===== src/rtl/uart_tx_arbiter_if.sv =====
// uart_tx_arbiter_if: requester and UART TX handshake bundle shared by the arbiter and its environment
interface uart_tx_arbiter_if #(parameter int NUM_REQ = 4);
    logic [NUM_REQ-1:0]   i_Req;
    logic [8*NUM_REQ-1:0] i_Req_Byte;
    logic [NUM_REQ-1:0]   i_Req_Last;
    logic [NUM_REQ-1:0]   o_Ack;
    logic [NUM_REQ-1:0]   o_Grant;
    logic                 o_Busy;
    logic                 o_Timeout;
    logic                 o_TX_DV;
    logic [7:0]           o_TX_Byte;
    logic                 i_TX_Active;
    logic                 i_TX_Done;
    modport master (
        input  i_Req, i_Req_Byte, i_Req_Last, i_TX_Active, i_TX_Done,
        output o_Ack, o_Grant, o_Busy, o_Timeout, o_TX_DV, o_TX_Byte
    );
    modport slave (
        output i_Req, i_Req_Byte, i_Req_Last, i_TX_Active, i_TX_Done,
        input  o_Ack, o_Grant, o_Busy, o_Timeout, o_TX_DV, o_TX_Byte
    );
endinterface


===== src/rtl/uart_tx_arbiter.sv =====
// uart_tx_arbiter: round-robin burst arbiter sharing one UART TX, with a done-handshake watchdog
module uart_tx_arbiter #(
    parameter int NUM_REQ      = 4,
    parameter int MAX_BURST    = 16,
    parameter int TIMEOUT_CLKS = 2604
) (
    input logic               i_Clock,
    input logic               i_Reset,
    uart_tx_arbiter_if.master bus
);
    localparam int IW = $clog2(NUM_REQ);
    localparam int WW = $clog2(TIMEOUT_CLKS);

    typedef enum logic [1:0] {IDLE, LOAD, WAIT_DONE} state_t;

    state_t             state_q, state_d;
    logic [IW-1:0]      ptr_q, ptr_d, g_q, g_d, pick, idx, g_next;
    logic               pick_ok, release_now;
    logic [NUM_REQ-1:0] grant_q, grant_d, ack_q, ack_d;
    logic [7:0]         burst_q, burst_d, byte_q, byte_d;
    logic [WW-1:0]      wd_q, wd_d;
    logic               last_q, last_d, dv_q, dv_d, to_q, to_d;

    // Scan downward so the requester closest above the pointer is the last to overwrite pick.
    always_comb begin
        pick = ptr_q;
        idx = ptr_q;
        pick_ok = 1'b0;
        for (int i = NUM_REQ - 1; i >= 0; i--) begin
            idx = IW'((int'(ptr_q) + i) % NUM_REQ);
            if (bus.i_Req[idx]) begin
                pick = idx;
                pick_ok = 1'b1;
            end
        end
    end

    assign g_next      = (g_q == IW'(NUM_REQ - 1)) ? '0 : g_q + 1'b1;
    assign release_now = last_q || burst_q == 8'(MAX_BURST) || !bus.i_Req[g_q];

    always_comb begin
        state_d = state_q;
        ptr_d = ptr_q;
        g_d = g_q;
        grant_d = grant_q;
        burst_d = burst_q;
        byte_d = byte_q;
        wd_d = wd_q;
        last_d = last_q;
        dv_d = 1'b0;
        ack_d = '0;
        to_d = 1'b0;
        case (state_q)
            IDLE: if (pick_ok) begin
                g_d = pick;
                grant_d = NUM_REQ'(1) << pick;
                burst_d = '0;
                state_d = LOAD;
            end
            LOAD: if (!bus.i_Req[g_q]) begin
                grant_d = '0;
                ptr_d = g_next;
                state_d = IDLE;
            end else if (!bus.i_TX_Active) begin
                byte_d = bus.i_Req_Byte[{g_q, 3'b000} +: 8];
                last_d = bus.i_Req_Last[g_q];
                dv_d = 1'b1;
                ack_d = grant_q;
                burst_d = (burst_q == 8'(MAX_BURST)) ? burst_q : burst_q + 8'd1;
                wd_d = '0;
                state_d = WAIT_DONE;
            end
            WAIT_DONE: begin
                wd_d = wd_q + 1'b1;
                // A done arriving on the expiry cycle takes priority over the watchdog.
                to_d = !bus.i_TX_Done && wd_q == WW'(TIMEOUT_CLKS - 1);
                if (to_d || (bus.i_TX_Done && release_now)) begin
                    grant_d = '0;
                    ptr_d = g_next;
                    state_d = IDLE;
                end else if (bus.i_TX_Done) begin
                    state_d = LOAD;
                end
            end
            default: state_d = IDLE;
        endcase
    end

    always_ff @(posedge i_Clock or posedge i_Reset) begin
        if (i_Reset) begin
            state_q <= IDLE;
            ptr_q <= '0;
            g_q <= '0;
            grant_q <= '0;
            burst_q <= '0;
            byte_q <= '0;
            wd_q <= '0;
            last_q <= 1'b0;
            dv_q <= 1'b0;
            ack_q <= '0;
            to_q <= 1'b0;
        end else begin
            state_q <= state_d;
            ptr_q <= ptr_d;
            g_q <= g_d;
            grant_q <= grant_d;
            burst_q <= burst_d;
            byte_q <= byte_d;
            wd_q <= wd_d;
            last_q <= last_d;
            dv_q <= dv_d;
            ack_q <= ack_d;
            to_q <= to_d;
        end
    end

    assign bus.o_Grant   = grant_q;
    assign bus.o_Ack     = ack_q;
    assign bus.o_Busy    = state_q != IDLE;
    assign bus.o_Timeout = to_q;
    assign bus.o_TX_DV   = dv_q;
    assign bus.o_TX_Byte = byte_q;
endmodule


===== src/flat_wrapper.sv =====
// flat-port wrapper written by rule: the top's interface ports become plain ports
module uart_tx_arbiter_flat 
#(
    parameter int NUM_REQ      = 4,
    parameter int MAX_BURST    = 16,
    parameter int TIMEOUT_CLKS = 2604
)
  (i_Clock, i_Reset, bus_i_Req, bus_i_Req_Byte, bus_i_Req_Last, bus_i_TX_Active, bus_i_TX_Done, bus_o_Ack, bus_o_Grant, bus_o_Busy, bus_o_Timeout, bus_o_TX_DV, bus_o_TX_Byte);
  uart_tx_arbiter_if #(.NUM_REQ(NUM_REQ)) bus_i ();
  input logic i_Clock;
  input logic i_Reset;
  input wire logic [$bits(bus_i.i_Req)-1:0] bus_i_Req;
  input wire logic [$bits(bus_i.i_Req_Byte)-1:0] bus_i_Req_Byte;
  input wire logic [$bits(bus_i.i_Req_Last)-1:0] bus_i_Req_Last;
  input wire logic [$bits(bus_i.i_TX_Active)-1:0] bus_i_TX_Active;
  input wire logic [$bits(bus_i.i_TX_Done)-1:0] bus_i_TX_Done;
  output wire logic [$bits(bus_i.o_Ack)-1:0] bus_o_Ack;
  output wire logic [$bits(bus_i.o_Grant)-1:0] bus_o_Grant;
  output wire logic [$bits(bus_i.o_Busy)-1:0] bus_o_Busy;
  output wire logic [$bits(bus_i.o_Timeout)-1:0] bus_o_Timeout;
  output wire logic [$bits(bus_i.o_TX_DV)-1:0] bus_o_TX_DV;
  output wire logic [$bits(bus_i.o_TX_Byte)-1:0] bus_o_TX_Byte;
  assign bus_i.i_Req = bus_i_Req;
  assign bus_i.i_Req_Byte = bus_i_Req_Byte;
  assign bus_i.i_Req_Last = bus_i_Req_Last;
  assign bus_i.i_TX_Active = bus_i_TX_Active;
  assign bus_i.i_TX_Done = bus_i_TX_Done;
  assign bus_o_Ack = bus_i.o_Ack;
  assign bus_o_Grant = bus_i.o_Grant;
  assign bus_o_Busy = bus_i.o_Busy;
  assign bus_o_Timeout = bus_i.o_Timeout;
  assign bus_o_TX_DV = bus_i.o_TX_DV;
  assign bus_o_TX_Byte = bus_i.o_TX_Byte;
  uart_tx_arbiter #(.NUM_REQ(NUM_REQ), .MAX_BURST(MAX_BURST), .TIMEOUT_CLKS(TIMEOUT_CLKS)) u_core (.i_Clock(i_Clock), .i_Reset(i_Reset), .bus(bus_i));
endmodule

===== config.mk =====
export PLATFORM = sky130hd
export DESIGN_NAME = uart_tx_arbiter_flat
export DESIGN_NICKNAME = d
export VERILOG_FILES = /design/src/rtl/uart_tx_arbiter_if.sv /design/src/rtl/uart_tx_arbiter.sv /design/src/flat_wrapper.sv
export SDC_FILE = /design/constraint.sdc
export NUM_CORES = 1
export LEC_CHECK = 0
export BUFFER_PORTS_ARGS = -buffer_cell sky130_fd_sc_hd__buf_2
export CAP_MARGIN = 20
export CORE_MARGIN = 2
export CORE_UTILIZATION = 54
export CTS_CLUSTER_SIZE = 30
export DETAILED_ROUTE_END_ITERATION = 12
export PLACE_DENSITY = 0.8
export SETUP_SLACK_MARGIN = 0.05
export SYNTH_ARGS = -nofsm -noshare
export SYNTH_HDL_FRONTEND = slang
export SYNTH_SLANG_ARGS = --single-unit

===== constraint.sdc =====
create_clock -name i_Clock -period 2.7 [get_ports i_Clock]
set_clock_uncertainty 0.1 [all_clocks]
set_input_delay 0.135 -clock i_Clock [delete_from_list [all_inputs] [get_ports i_Clock]]
set_output_delay 0.135 -clock i_Clock [all_outputs]
set_load 0.01 [all_outputs]

==> results of run 1 <==
cells by family (layout without fill, tap and decap cells):
family,Yosys count,count (layout),synth area share [%]
buffers and inverters,28,94,4.303
adders and majority gates,8,8,3.742
and+or+nand+nor,80,80,17.21
muxes,28,28,16.28
xor gates and xnor gates,1,1,0.3275
DFF,45,45,42.10
AOI/OAI and AO/OA,56,56,16.04
where the power goes:
| group | leakage (µW) | internal [µW] | switching, µW |
|---|---|---|---|
| sequential | 0.000592 | 888 | 187 |
| clock | 0.0000445 | 184 | 244 |
| combinational | 0.000836 | 693 | 749 |
| total | 0.00147 | 1760 | 1180 |
layout make-up:
| cell class | count | area share (%) |
|---|---|---|
| clock inverters | 3 | 0.6690 |
| multi-input cells | 173 | 45.10 |
| inverters | 16 | 1.889 |
| flip-flops and latches | 45 | 35.42 |
| repair buffers | 70 | 12.12 |
| clock buffers | 5 | 2.165 |
| well taps | 67 | 2.637 |
registers in the layout (all words and copies together), names as in the netlist:
name                  flops
u_core.burst_q            8
u_core.bus.o_TX_Byte      8
u_core.bus.o_Grant        4
u_core.ptr_q              2
u_core.last_q             1
u_core.bus.o_TX_DV        1
u_core.g_q                2
u_core.wd_q              12
u_core.state_q            2
u_core.bus.o_Ack          4
u_core.bus.o_Timeout      1
routing by layer:
metal / vias up / track usage (%) / wire length (µm)
met2: 53 / 39.33 / 2977
li1: 1066 / - / -
met4: 0 / 6.151 / 63
met5: - / 0 / 0
met3: 9 / 4.336 / 190
met1: 1131 / 32.90 / 2752
worst min path at each step:
stage                       start                                   to  slack, ns  cells past startpoint
floorplan           bus_i_TX_Done       u_core.bus.o_Timeout$_DFF_PP0_       0.28                      2
global placement          i_Reset         u_core.bus.o_TX_DV$_DFF_PP0_       0.17                      2
detailed placement        i_Reset  u_core.bus.o_TX_Byte[0]$_DFFE_PP0P_       0.18                      2
CTS                 bus_i_TX_Done       u_core.bus.o_Timeout$_DFF_PP0_       0.13                      3
global route              i_Reset         u_core.bus.o_TX_DV$_DFF_PP0_       0.13                      3
finish                    i_Reset  u_core.bus.o_TX_Byte[0]$_DFFE_PP0P_       0.13                      3
worst register-to-register path: cells and delay by family, from the launching register on:
family,cells,cell delay [ns]
flops,1,0.42
fa+ha+maj,1,0.33
compound gates,3,0.56
buf+inv,2,0.29
simple gates,2,0.65
repair_timing:
action,in CTS,in global routing
hold buffers,1,0
setup buffers,0,0
endpoints found under the hold margin,28,0
placed cells by master, fill, tap and decap left out, drive strengths merged, types with 3 or more instances in the layout:
cell type / count
nand4: 3
nand2: 19
mux2i: 3
mux4: 10
nand4b: 3
o22ai: 5
nand3: 6
or3: 3
nor3b: 3
o31ai: 7
inv: 16
mux2: 15
and3: 7
nor4: 4
nor3: 6
or4: 4
buf: 69
nor2: 10
ha: 8
o21ai: 12
a21oi: 9
a22o: 3
dfrtp: 45
clkbuf: 5
through the flow:
step	cells	power (µW)	utilization (%)	hold WS, ns
3_3_place_gp	369	2458	64.34	0.1702
6_report	379	2945	66.87	0.1255
3_5_place_dp	369	2508	64.34	0.1831
5_1_grt	379	3141	66.87	0.1316
2_1_floorplan	246	2117	-	0.2806
4_1_cts	378	2948	66.45	0.1295
==> qor.yml, run 1 <==
dr.pass1.iters: 4
die_y_um: 74.39
relSlewSlack_pct: 50.07
worst_slack_ns: 0.2719
portBuffers: 62
cp-end-kind: "flop"
ir_drop_mv: 0.4836
placed_cell_area_mm2: 0.003059
synth_edf_count: 0
post-route-period-util_pct: 89.93
leakagePower_uw: 0.001472
cpMaxStageDelayCell: "or4_1"
root_buffer: "clkbuf_8"
slew_violations: 0
cp.depth: 8
cts.repair.resized: 0
ys_seq_elements: 45
fp-row-count: 25
synth_top_area_share_pct: 42.10
track_usage_pct: 23.93
cts_buffers: 5
vias: 2259
synth_area_mm2: 0.002675
critPathRequiredTime_ns: 2.83
syn_inst: 246
dieArea_mm2: 0.005533
core_mm2: 0.004755
cap_violations: 0
grt_pass1_wl_um: 10400
start_util_pct: 56.26
synth_area_per_cell_um2: 10.87
wl_per_cell_um: 15.79
wl_um: 5984
critPathKind: "flop to flop"
htreeDepth: 2
tightest_slew_ns: 0.7490
synthTopCellsByArea: "dfrtp_1 (42%), mux4_2 (8.4%), mux2_2 (5.1%), ha_1 (3.7%), nand2_1 (2.7%)"
startpoint_type: "flop"
grt_max_degree: 30
grt_remaining_overflow: 0
yosys.cell_count.top_type: "dfrtp_1"
synthFlopType: "dfrtp_1"
path_delay_family: "simple AND/OR/NAND/NOR gates"
antenna_left: 0
cp-endpoint: "u_core.wd_q[11]$_DFFE_PP0P_"
path_cells: "inv_1 > ha_1 > nand2_1 > o22ai_2 > a2bb2oi_1 > buf_4 > or4_1 > a21oi_1"
setup_viol: 0
synth.distinct_cells: 60
regArea_mm2: 0.001126
synth-seq-area-share_pct: 42.10
timing.rr.start: "u_core.state_q[1]$_DFFE_PP0P_"
fillers: 380
gp_congestion: 0.8172
postLayoutCellArea_mm2: 0.003179
dieWidth_um: 74.39
drive_above_1_share_pct: 36.22
path_buf_inv: 2
cts_sinks: 45
diodes: 0
nets: 363
synthArstFlopShare_pct: 100.0
clkLatencyLatePin_ns: 0.30
critPathArrivalTime_ns: 2.56
cts_buffer_depth: 2
status: "finished clean"
area_growth_pct: 18.85
viasPerCell: 5.960
setup-tns-final_ns: 0
hold_class: "input pin to async pin"
reg2reg_to: "u_core.wd_q[11]$_DFFE_PP0P_"
hpwlAfterDp_um: 4399
rsz0062_at_grt: "false"
first_global_vias: 2232
power_density_mw_per_mm2: 926.2
yosys.area.top_type: "dfrtp_1"
post-route-min-period_ns: 2.428
fmax_mhz: 411.8
worst_r2r_path_depth: 8
hold_viol: 0
path_max_fanout: 17
ios: 63
ys_top_cells_by_count: "dfrtp_1 (45), nand2_1 (19), inv_1 (16)"
first_iter_violations: 207
r2r_slack_ns: 0.27
max_stage_delay_ns: 0.51
antenna_found_initial: 0
yosys_warnings: 0
multi_input_area_mm2: 0.001434
clk_pin_slew_ns: 0.09
preCtsSetupSlack_ns: 0.3034
cts_tree: "done"
drcViolationCount: 0
critPathLaunch: "u_core.state_q[1]$_DFFE_PP0P_"
synth_nets: 298
Note: power is estimated with default switching activity, not from simulation.
==> run 2: changes to the inputs <==
--- a/config.mk
+++ b/config.mk
@@ -12,6 +12,7 @@
 export CTS_CLUSTER_SIZE = 30
 export DETAILED_ROUTE_END_ITERATION = 12
 export PLACE_DENSITY = 0.8
+export RECOVER_POWER = 100
 export SETUP_SLACK_MARGIN = 0.05
 export SYNTH_ARGS = -nofsm -noshare
 export SYNTH_HDL_FRONTEND = slang
==> run 2 against run 1 <==
Against the previous run:
- register-to-register slack about the same
- worst hold slack got worse by 0.018 ns
- non-clock buffer count unchanged
- critical path depth unchanged
- worst setup slack improved by 0.0021 ns
- combinational power decreased by 5%
- critical path type unchanged
==> qor.yml, run 2 (synthesis results as in run 1) <==
status: "finished clean"
area_growth_pct: 16.74
first_iter_violations: 184  # -11%
rsz0062_at_grt: "false"
grt_pass1_wl_um: 10400  # unchanged
internal_power_uw: 1699  # -3.7%
reg2reg_to: "u_core.wd_q[11]$_DFFE_PP0P_"
post-route-min-period_ns: 2.426  # -0.002066 ns
ios: 63  # unchanged
first_global_vias: 2232  # unchanged
nets: 363  # unchanged
combPwrFrac_pct: 47.7  # -1.3 points
path_buf_inv: 2  # unchanged
relSlewSlack_pct: 6.357  # -44 points
max_stage_delay_ns: 0.51  # about the same
diodes: 0  # unchanged
path_max_fanout: 17  # unchanged
drive_above_1_share_pct: 28.85  # -7.4 points
placed_cell_area_mm2: 0.003059  # unchanged
pwr-share-clk_pct: 14.9  # +0.4 points
hpwlAfterDp_um: 4399  # unchanged
drcViolationCount: 0  # unchanged
setup-tns-final_ns: 0  # unchanged
clkLatencyLatePin_ns: 0.30  # about the same
vias: 2246  # -0.58%
portBuffers: 62  # unchanged
slew_violations: 0  # unchanged
cap_violations: 0  # unchanged
cts_sinks: 45  # unchanged
timing.rr.start: "u_core.state_q[1]$_DFFE_PP0P_"
mostFrequentLayoutCell: "dfrtp_1"
largest_register: "u_core.wd_q"
tightest_slew_ns: 1.405  # +0.6557 ns
cts.repair.resized: 0  # unchanged
die_y_um: 74.39  # unchanged
htreeDepth: 2  # unchanged
setup_viol: 0  # unchanged
worst_r2r_path_depth: 8  # unchanged
viasPerCell: 5.926  # -0.58%
wl_um: 5977  # -0.12%
hold_viol: 0  # unchanged
ir_drop_mv: 0.4786  # -1.0%
dieWidth_um: 74.39  # unchanged
critPathArrivalTime_ns: 2.56  # about the same
fp-row-count: 25  # unchanged
final_cell_mix: "dfrtp_1 (45), buf_2 (43), clkbuf_1 (20)"
path_cells: "inv_1 > ha_1 > nand2_1 > o22ai_2 > a2bb2oi_1 > buf_4 > or4_1 > a21oi_1"
post-route-period-util_pct: 89.85  # about the same
path_delay_family: "simple AND/OR/NAND/NOR gates"
r2r_slack_ns: 0.27  # about the same
cp-end-kind: "flop"
track_usage_pct: 23.93  # unchanged
cts_tree: "done"
fmax_mhz: 412.2  # about the same
startpoint_type: "flop"
largest_reg_flops: 12  # unchanged
gp_congestion: 0.8172  # unchanged
worst_slack_ns: 0.2740  # +0.002066 ns
dieArea_mm2: 0.005533  # unchanged
antenna_left: 0  # unchanged
power_density_mw_per_mm2: 918.9  # -0.78%
swShare_pct: 40.79  # +0.71 points
leakagePower_uw: 0.001386  # -5.8%
cts_buffer_depth: 2  # unchanged
dr.pass1.iters: 5  # +1
power_uw: 2870  # -2.5%
wl_per_cell_um: 15.77  # -0.12%
critPathKind: "flop to flop"
grt_max_degree: 30  # unchanged
pwr-share-seq_pct: 37.5  # +1.0 points
core_mm2: 0.004755  # unchanged
hold_class: "input pin to async pin"
cpMaxStageDelayCell: "or4_1"
cts_hold_buf: 1  # unchanged
post_cts_buffers: 0  # unchanged
clk_pin_slew_ns: 0.09  # about the same
postLayoutCellArea_mm2: 0.003123  # -1.8%
preCtsSetupSlack_ns: 0.3034  # unchanged
start_util_pct: 56.26  # unchanged
grt_remaining_overflow: 0  # unchanged
p_sw_uw: 1170  # -0.82%
antenna_found_initial: 0  # unchanged
cts_buffers: 5  # unchanged
root_buffer: "clkbuf_8"
critPathRequiredTime_ns: 2.83  # about the same
-- run 2: cell types whose count changed in the layout (fill, tap and decap cells not counted), moves of 2 or more --
cell      change
buf_2        -19
clkbuf_1     +20
mux2_1        +2
mux2_4        -3
-- run 2: worst reg2reg max path, delay by kind of cell (launching register included) --
kind	cells	cell delay, ns
DFF	1	0.42
AOI/OAI and AO/OA	3	0.56
adders and majority gates	1	0.33
buffers and inverters	2	0.29
and+or+nand+nor	2	0.65
-- run 2: cell type report --
cell class | instances | area [µm²]
timing repair buffer | 70 | 342.8
tap | 67 | 83.83
inverter | 16 | 60.06
clock inverter | 3 | 21.27
clock buffer | 5 | 68.82
multi-input combinational | 173 | 1420
fill | 391 | 1632
sequential | 45 | 1126
-- run 2: worst max path at each step --
stage          slack [ns]  depth (start not counted)                     startpoint                                   to
6_report             0.27                          8  u_core.state_q[1]$_DFFE_PP0P_          u_core.wd_q[11]$_DFFE_PP0P_
5_1_grt              0.12                          8  u_core.state_q[1]$_DFFE_PP0P_           u_core.wd_q[5]$_DFFE_PP0P_
4_1_cts              0.29                          8  u_core.state_q[1]$_DFFE_PP0P_          u_core.wd_q[11]$_DFFE_PP0P_
3_5_place_dp         0.30                          8  u_core.state_q[1]$_DFFE_PP0P_          u_core.wd_q[11]$_DFFE_PP0P_
3_3_place_gp         0.46                          8  u_core.state_q[1]$_DFFE_PP0P_           u_core.wd_q[9]$_DFFE_PP0P_
2_1_floorplan        0.53                          9  u_core.state_q[1]$_DFFE_PP0P_  u_core.bus.o_TX_Byte[0]$_DFFE_PP0P_
-- run 2: layer usage --
layer	routed length (µm)	up-vias	GRT usage (%)	part of all wire (%)
li1	-	1068	-	-
met2	2965	54	39.33	50
met4	48	0	6.151	0.80
met5	0	-	0	0
met1	2719	1117	32.90	45
met3	242	7	4.336	4.0
-- run 2: metrics by stage --
step,std cells,hold slack (ns),utilization (%)
final,379,0.1072,65.68
after global routing,379,0.1144,65.68
after CTS,378,0.1295,66.45
after detailed placement,369,0.1831,64.34
after global placement,369,0.1702,64.34
after floorplan,246,0.2806,-
-- run 2: power groups by stage --
stage	clock network (µW)	registers (µW)	logic, µW
finish	427	1080	1370
global route	458	1110	1500
CTS	433	1070	1440
detailed placement	0	1080	1430
global placement	0	1070	1390
floorplan	0	1090	1030
